[src/rtl/fifo_wr_front.sv]
// fifo_wr_front -- write-side front end of an asynchronous FIFO.
//   Puts a 2-entry in-order skid buffer between the upstream valid/ready
//   source and the write-pointer/memory stage. Brings the read-domain Gray
//   pointer across with a 2-flop synchronizer and computes the occupancy
//   level and the almost-full flag, both registered.
// Ports:
//   w_clk, w_rst        write clock, async active-low reset
//   s_valid/s_data      upstream word offer
//   s_ready             registered, buffer can take a word
//   w_en/w_data         write request and oldest buffered word
//   full                registered full flag from the write-pointer stage
//   w_ptr_bin           binary write pointer (includes wrap bit)
//   rd_ptr_gray         Gray read pointer, read-clock domain
//   rd_ptr_gray_sync    synchronized Gray read pointer
//   wr_level            registered occupancy seen from the write side
//   almost_full         registered, wr_level >= AF_THRESH
module fifo_wr_front #(
  parameter int NUM_BITS  = 4,
  parameter int DATA_W    = 8,
  parameter int AF_THRESH = 6
) (
  input  logic                w_clk,
  input  logic                w_rst,
  input  logic                s_valid,
  input  logic [DATA_W-1:0]   s_data,
  output logic                s_ready,
  output logic                w_en,
  output logic [DATA_W-1:0]   w_data,
  input  logic                full,
  input  logic [NUM_BITS-1:0] w_ptr_bin,
  input  logic [NUM_BITS-1:0] rd_ptr_gray,
  output logic [NUM_BITS-1:0] rd_ptr_gray_sync,
  output logic [NUM_BITS-1:0] wr_level,
  output logic                almost_full
);

  localparam logic [NUM_BITS-1:0] AF_LVL = NUM_BITS'(AF_THRESH);

  // ---------------- skid buffer ----------------
  // buf0 is always the head; buf1 holds the second word when count==2.
  logic [1:0]        count_q, count_d;
  logic [DATA_W-1:0] buf0_q, buf0_d, buf1_q, buf1_d;
  logic              s_ready_q, s_ready_d;
  logic              push, pop;

  assign push   = s_valid & s_ready_q;
  assign pop    = w_en & ~full;
  assign w_en   = (count_q != 2'd0);
  assign w_data = buf0_q;
  assign s_ready = s_ready_q;

  always_comb begin
    count_d = count_q;
    buf0_d  = buf0_q;
    buf1_d  = buf1_q;
    unique case ({push, pop})
      2'b11: begin
        // Count unchanged; incoming word goes behind whatever remains.
        if (count_q == 2'd2) begin
          buf0_d = buf1_q;
          buf1_d = s_data;
        end else begin
          buf0_d = s_data;
        end
      end
      2'b01: begin
        buf0_d  = buf1_q;
        count_d = count_q - 2'd1;
      end
      2'b10: begin
        if (count_q == 2'd0) buf0_d = s_data;
        else                 buf1_d = s_data;
        count_d = count_q + 2'd1;
      end
      default: ;
    endcase
    s_ready_d = (count_d < 2'd2);
  end

  always_ff @(posedge w_clk or negedge w_rst) begin
    if (!w_rst) begin
      count_q   <= '0;
      buf0_q    <= '0;
      buf1_q    <= '0;
      s_ready_q <= 1'b0;
    end else begin
      count_q   <= count_d;
      buf0_q    <= buf0_d;
      buf1_q    <= buf1_d;
      s_ready_q <= s_ready_d;
    end
  end

  // ---------------- read pointer synchronizer ----------------
  // Plain flop-to-flop chain: nothing may sit between the stages.
  logic [NUM_BITS-1:0] sync1_q, sync2_q;

  always_ff @(posedge w_clk or negedge w_rst) begin
    if (!w_rst) begin
      sync1_q <= '0;
      sync2_q <= '0;
    end else begin
      sync1_q <= rd_ptr_gray;
      sync2_q <= sync1_q;
    end
  end

  assign rd_ptr_gray_sync = sync2_q;

  // ---------------- level / almost-full ----------------
  logic [NUM_BITS-1:0] rd_bin, level;
  logic [NUM_BITS-1:0] wr_level_q;
  logic                af_q;

  always_comb begin
    rd_bin = '0;
    rd_bin[NUM_BITS-1] = sync2_q[NUM_BITS-1];
    for (int i = NUM_BITS-2; i >= 0; i--)
      rd_bin[i] = rd_bin[i+1] ^ sync2_q[i];
  end

  // Modular subtraction handles pointer wrap.
  assign level = w_ptr_bin - rd_bin;

  always_ff @(posedge w_clk or negedge w_rst) begin
    if (!w_rst) begin
      wr_level_q <= '0;
      af_q       <= 1'b0;
    end else begin
      wr_level_q <= level;
      af_q       <= (level >= AF_LVL);
    end
  end

  assign wr_level    = wr_level_q;
  assign almost_full = af_q;

endmodule

[config.mk]
export PLATFORM = sky130hd
export DESIGN_NAME = fifo_wr_front
export DESIGN_NICKNAME = d
export VERILOG_FILES = /design/src/rtl/fifo_wr_front.sv
export SDC_FILE = /design/constraint.sdc
export NUM_CORES = 1
export LEC_CHECK = 0
export ABC_AREA = 1
export CAP_MARGIN = 20
export CORE_UTILIZATION = 56
export CTS_BUF_LIST = sky130_fd_sc_hd__clkbuf_8 sky130_fd_sc_hd__clkbuf_16
export DETAILED_ROUTE_END_ITERATION = 7
export DONT_BUFFER_PORTS = 1
export PLACE_DENSITY_LB_ADDON = 0.2
export SYNTH_ARGS = -nofsm -noshare
export SYNTH_HDL_FRONTEND = slang
export SYNTH_SLANG_ARGS = --single-unit
[constraint.sdc]
create_clock -name w_clk -period 2.2 [get_ports w_clk]
set_clock_uncertainty 0.2 [all_clocks]
set_input_delay 0.55 -clock w_clk [delete_from_list [all_inputs] [get_ports w_clk]]
set_output_delay 0.55 -clock w_clk [all_outputs]
set_load 0.05 [all_outputs]
=== Word level (Yosys, flattened, before mapping) ===
Cells that the tools add are included.

* Flip-flop bits (word level): 32
* Latch bits: 0
* RAM bits: 0
* Bits in read-only memories: 0
* Input port bits: 20
* Output and inout port bits: 19
* Word-level logic and storage cells: 39
* Memories kept: 0

* $add $sub $neg: 3
* Multipliers: 0
* Divide/modulo/power cells: 0
* $lt $le $gt $ge: 2
* Equal/unequal tests: 7
* Shift-type cells: 0
* Multiplexer cells: 7
* Bitwise logic cells: 6
* Reduce and logical (&&, ||, !) cells: 6

{| class="wikitable"
|+ Operators with widths
! operator !! count
|-
| 8-bit 2-to-1 mux || 4
|-
| 8-bit case mux with 3 select lines || 1
|-
| 8-bit case mux with 2 select lines || 1
|-
| 2-bit == test (second input constant) || 3
|-
| 2-bit inequality test (second input constant) || 3
|-
| 4-bit by 3-bit greater-or-equal comparator with 1-bit output (second input constant) || 1
|-
| 2-bit case mux with 2 select lines || 1
|-
| 2-bit nonzero test || 2
|-
| 4-bit subtractor || 1
|-
| 3-bit AND reduction || 1
|-
| 3-bit nonzero test || 1
|-
| 1-bit XOR || 3
|-
| 2-bit by 1-bit adder with 2-bit output (second input constant) || 1
|-
| 1-bit bitwise AND || 2
|-
| 2-bit by 1-bit == test with 1-bit output (second input constant) || 1
|-
| 2-bit zero test || 1
|-
| 2-bit less-than comparator (second input constant) || 1
|-
| 2-bit AND reduction || 1
|-
| 2-bit by 1-bit subtractor with 2-bit output (second input constant) || 1
|-
| 1-bit NOT || 1
|}

=== Depth between registers and ports, before layout ===
* Depth after elaboration: 5
* Mapped depth: 14
* Depth with buffers taken out: 12

=== Least setup slack after synthesis ===
No wires, ideal clock.

* Kind: register to register
* Start: register count_q[1]
* End: register s_ready_q, in the netlist s_ready
* Library setup time: 0.121 ns
* Data arrival time: 2.196 ns
* Required time: 1.879 ns
* Path slack: -0.316 ns
* Stages on the path, launching flop included: 13
* Buffers on the path: 3
* Clock period less this slack: 2.516 ns
* Cells stage by stage: dfrtp_1 > buf_6 > nor2_1 > inv_1 > nand2_1 > buf_4 > inv_1 > ha_1 > buf_4 > clkinv_1 > nand3_1 > xor2_1 > inv_1

* Cells in the longest elaborated chain, start to end: 5
* Elaborated cells between the ends (all ways): 8
* Those cells by class: add/sub (2); order compare (1); eq/ne (2); mux (1); bitwise (1); reduce/logical (1)

{| class="wikitable"
|+ RTL lines
! item !! RTL line !! source
|-
| from (decl) || 41 || <nowiki>logic [1:0] count_q, count_d;</nowiki>
|-
| from (signal assigned) || 87 || <nowiki>count_q <= count_d;</nowiki>
|-
| 2-bit nonzero test (*) || 48 || <nowiki>assign w_en = (count_q != 2'd0);</nowiki>
|-
| via w_en || 27 || <nowiki>output logic w_en,</nowiki>
|-
| 1-bit bitwise AND (*) || 47 || <nowiki>assign pop = w_en & ~full;</nowiki>
|-
| 2-bit == test / 2-bit by 1-bit == test with 1-bit output (equally long branches) || 56 || <nowiki>unique case ({push, pop})</nowiki>
|-
| 2-bit case mux with 2 select lines (*) || 56 ||
|-
| via count_d[1] || 41 ||
|-
| 2-bit less-than comparator (*) || 77 || <nowiki>s_ready_d = (count_d < 2'd2);</nowiki>
|-
| via s_ready_d || 43 || <nowiki>logic s_ready_q, s_ready_d;</nowiki>
|-
| to (signal assigned) || 90 || <nowiki>s_ready_q <= s_ready_d;</nowiki>
|-
| to (decl) || 43 ||
|}

The timed path passes the listed nets; every way through them passes the cells marked *.
A chain may end at the register's enable or synchronous reset.

=== Worst setup path after layout ===
* Start: register sync2_q[2], in the netlist rd_ptr_gray_sync[2]
* End: register af_q, in the netlist almost_full

* Cells in the longest elaborated chain, start to end: 5

{| class="wikitable"
|+ RTL lines
! item !! RTL line !! source
|-
| from (decl) || 96 || <nowiki>logic [NUM_BITS-1:0] sync1_q, sync2_q;</nowiki>
|-
| from (signal assigned) || 104 || <nowiki>sync2_q <= sync1_q;</nowiki>
|-
| 1-bit XOR (*) || 119 || <nowiki>rd_bin[i] = rd_bin[i+1] ^ sync2_q[i];</nowiki>
|-
| 1-bit XOR (2 in a row) || 119 ||
|-
| 4-bit subtractor (*) || 123 || <nowiki>assign level = w_ptr_bin - rd_bin;</nowiki>
|-
| via level[2] || 111 || <nowiki>logic [NUM_BITS-1:0] rd_bin, level;</nowiki>
|-
| 4-bit by 3-bit greater-or-equal comparator with 1-bit output (*) || 131 || <nowiki>af_q <= (level >= AF_LVL);</nowiki>
|-
| to (signal assigned) || 131 ||
|-
| to (decl) || 113 || <nowiki>logic af_q;</nowiki>
|}

Marks and branches as above.

==> metrics.cfg <==
[outcome]
run_status=finished with violations
violations=design-rule violations

[place]
gp_congestion=0.815
io_buffers=0
dp_worst_setup_slack_ns=0.00520
dp_hpwl_um=2340

[setup_path]
endpoint_kind=flop
setup.worst_path.start_class=flop
crit_chain=or2_4 -> nand2_4 -> nand2_2 -> nand2_4 -> nand2_1 -> nand2_1 -> ha_1 -> inv_1 -> fa_2 -> xor2_1 -> nand2_1 -> nand3_1
required_ns=2.17
critPathMaxStageDelay_ns=0.41
cp.arrival_ns=2.12
crit_buf_inv=1
slowest_stage=dfrtp_2
crit_top_cell=nand2_1
path_depth=12
reg2reg_depth=12
crit_family=simple AND/OR/NAND/NOR gates
cp_max_fo=3
worstSetupPathType=reg2reg

[die]
core_area_um2=2810
rows=19
die_area_um2=3230
pin_count=39
die_h_um=56.8
dieWidth_um=56.8
initial_core_util=0.600

[yosys]
ys_warn_count=0
synth_top_area_cell=dfrtp_1
synth_top_area_share=0.476
syn_nets=231
synth_area_leaders=dfrtp_1 (48%), nand2_1 (15%), nand3_1 (8.6%)
post_synth_num_cell_types=20
ys_seq_area_frac=0.476
ys_seq_elements=32
syn_area_um2=1680
synthCells=204
syn_avg_cell_area_um2=8.25

[min_path]
min_path_type=in2reg
hold_depth=0

[detailed_routing]
drtIter0Drc=100
vias=1315
routed_wl_um=3270
dr.pass1.iters=7
drcViolationCount=9
via_per_inst=5.26
drt-wirelength-per-cell_um=13.1
final_antenna_net_count=0

[power]
p_leak_nw=1.03
combPwrFrac=0.394
swShare=0.477
seq_power_share=0.419
power_density_nw_per_um2=1480
ir_drop_uv=732
p_clk_frac=0.187
power_switching_w=0.00137
cellInternalPower_w=0.00150

[cells_and_area]
nFillCells=226
drive_gt1_frac=0.210
nNetsFinal=245
syn2layout_area_growth_pct=15.2
diodes=0

[cts]
numCtsBuffers=5
cts_buffer_depth=2
cts_tree=done
cts.sinks=32
path_clk_slew_ns=0.06
clkLatencyLatePin_ns=0.29
root_buffer=clkbuf_8
htreeDepth=2

[global_route]
grt_pass1_wl_um=5450
grt-ovfl-total=0
grt_start_max_net_pins=33
grtUsageTotal=0.230
grt_pass1_vias=1283
antenna_found_initial=0

[sta]
drv_slew=0
post-route-period-util=0.975
worst_slew_pin_slew_ns=0.544
fin_crit_ns=2.14
max_freq_mhz=466
slew_headroom=0.636
grt_setup_unrepaired=yes
setup_viol=0
setup_slack_ns=0.0560
final.setup.tns_ns=0
finalHoldViolations=0

[run]
maxCapViolCount=0

layout make-up:
type | instances | area (um^2) | area share
clock buffer | 5 | 68.8 | 0.0355
clock inverter | 3 | 38.8 | 0.0200
inverter | 31 | 120 | 0.0620
multi-input combinational | 135 | 756 | 0.390
sequential | 32 | 803 | 0.414
tap | 31 | 38.8 | 0.0200
timing repair buffer | 13 | 113 | 0.0581
worst paths after layout:
kind | from | end | slack [ns]
hold reg to reg | sync1_q[1] | rd_ptr_gray_sync[1] | 0.15
setup reg to reg | rd_ptr_gray_sync[2] | almost_full | 0.06
min in group asynchronous | w_rst | wr_level[1] | 0.50
max in group asynchronous | w_rst | rd_ptr_gray_sync[2] | 1.13
hold / removal | rd_ptr_gray[2] | sync1_q[2] | 0.09
setup / recovery | rd_ptr_gray_sync[2] | almost_full | 0.06
registers in the layout (all words and copies together), names as in the netlist:
register / flops
buf1_q: 8
almost_full: 1
sync1_q: 4
s_ready: 1
count_q: 2
wr_level: 4
w_data: 8
rd_ptr_gray_sync: 4
power by group through the flow:
stage	combinational [W]	sequential, W	clock, W
2_1_floorplan	0.000867	0.00123	0
3_3_place_gp	0.00103	0.00121	0
5_1_grt	0.00127	0.00122	0.000578
4_1_cts	0.00113	0.00120	0.000550
3_5_place_dp	0.00109	0.00121	0
6_report	0.00113	0.00120	0.000539
Yosys cell counts, drive strengths merged:
cell	count
o21ai	18
inv	30
nand3b	1
nor2	1
clkinv	1
clkbuf	1
ha	6
xor2	2
or2	1
nand4	1
nand2	73
fa	1
xnor2	2
dfrtp	32
nand3	29
buf	5
per-layer routing:
layer,GRT usage,routed length [um],share of wire
met1,0.289,1450,0.44
met2,0.354,1560,0.48
met3,0.0853,196,0.060
met4,0.105,57,0.017
met5,0,0,0
repair_timing:
item,CTS,global route
setup buffers,0,2
gates resized for setup,1,3
hold buffers,2,0
hold endpoints to repair,32,0
pin swaps,0,1
endpoints found under the setup margin,6,1
stage by stage:
step	area [um^2]	instances	utilization	power [W]	hold slack, ns
after global placement	1760	238	0.628	0.00224	0.0549
after floorplan	1710	204	-	0.00210	0.0544
final	1940	250	0.691	0.00287	0.0854
after detailed placement	1760	238	0.628	0.00230	0.0550
after global routing	1940	250	0.691	0.00307	0.0694
after CTS	1910	248	0.680	0.00288	0.0780
placed cells by master, fill, tap and decap left out, drive strengths merged, types with 2 or more instances in the layout:
cell type,n
nand2,73
clkinv,2
dfrtp,32
inv,31
ha,6
xor2,2
clkbuf,5
o21ai,18
nand3,29
buf,12
xnor2,2
cells by family (layout without fill, tap and decap cells):
kind of cell	after synthesis	count (layout)	synth area share
DFF	32	32	0.476
buffers and inverters	37	52	0.100
and+or+nand+nor	106	106	0.271
AOI/OAI and AO/OA	18	18	0.0758
xor gates and xnor gates	4	4	0.0208
adders and majority gates	7	7	0.0565
No activity file was read; power rests on OpenSTA's default activity.
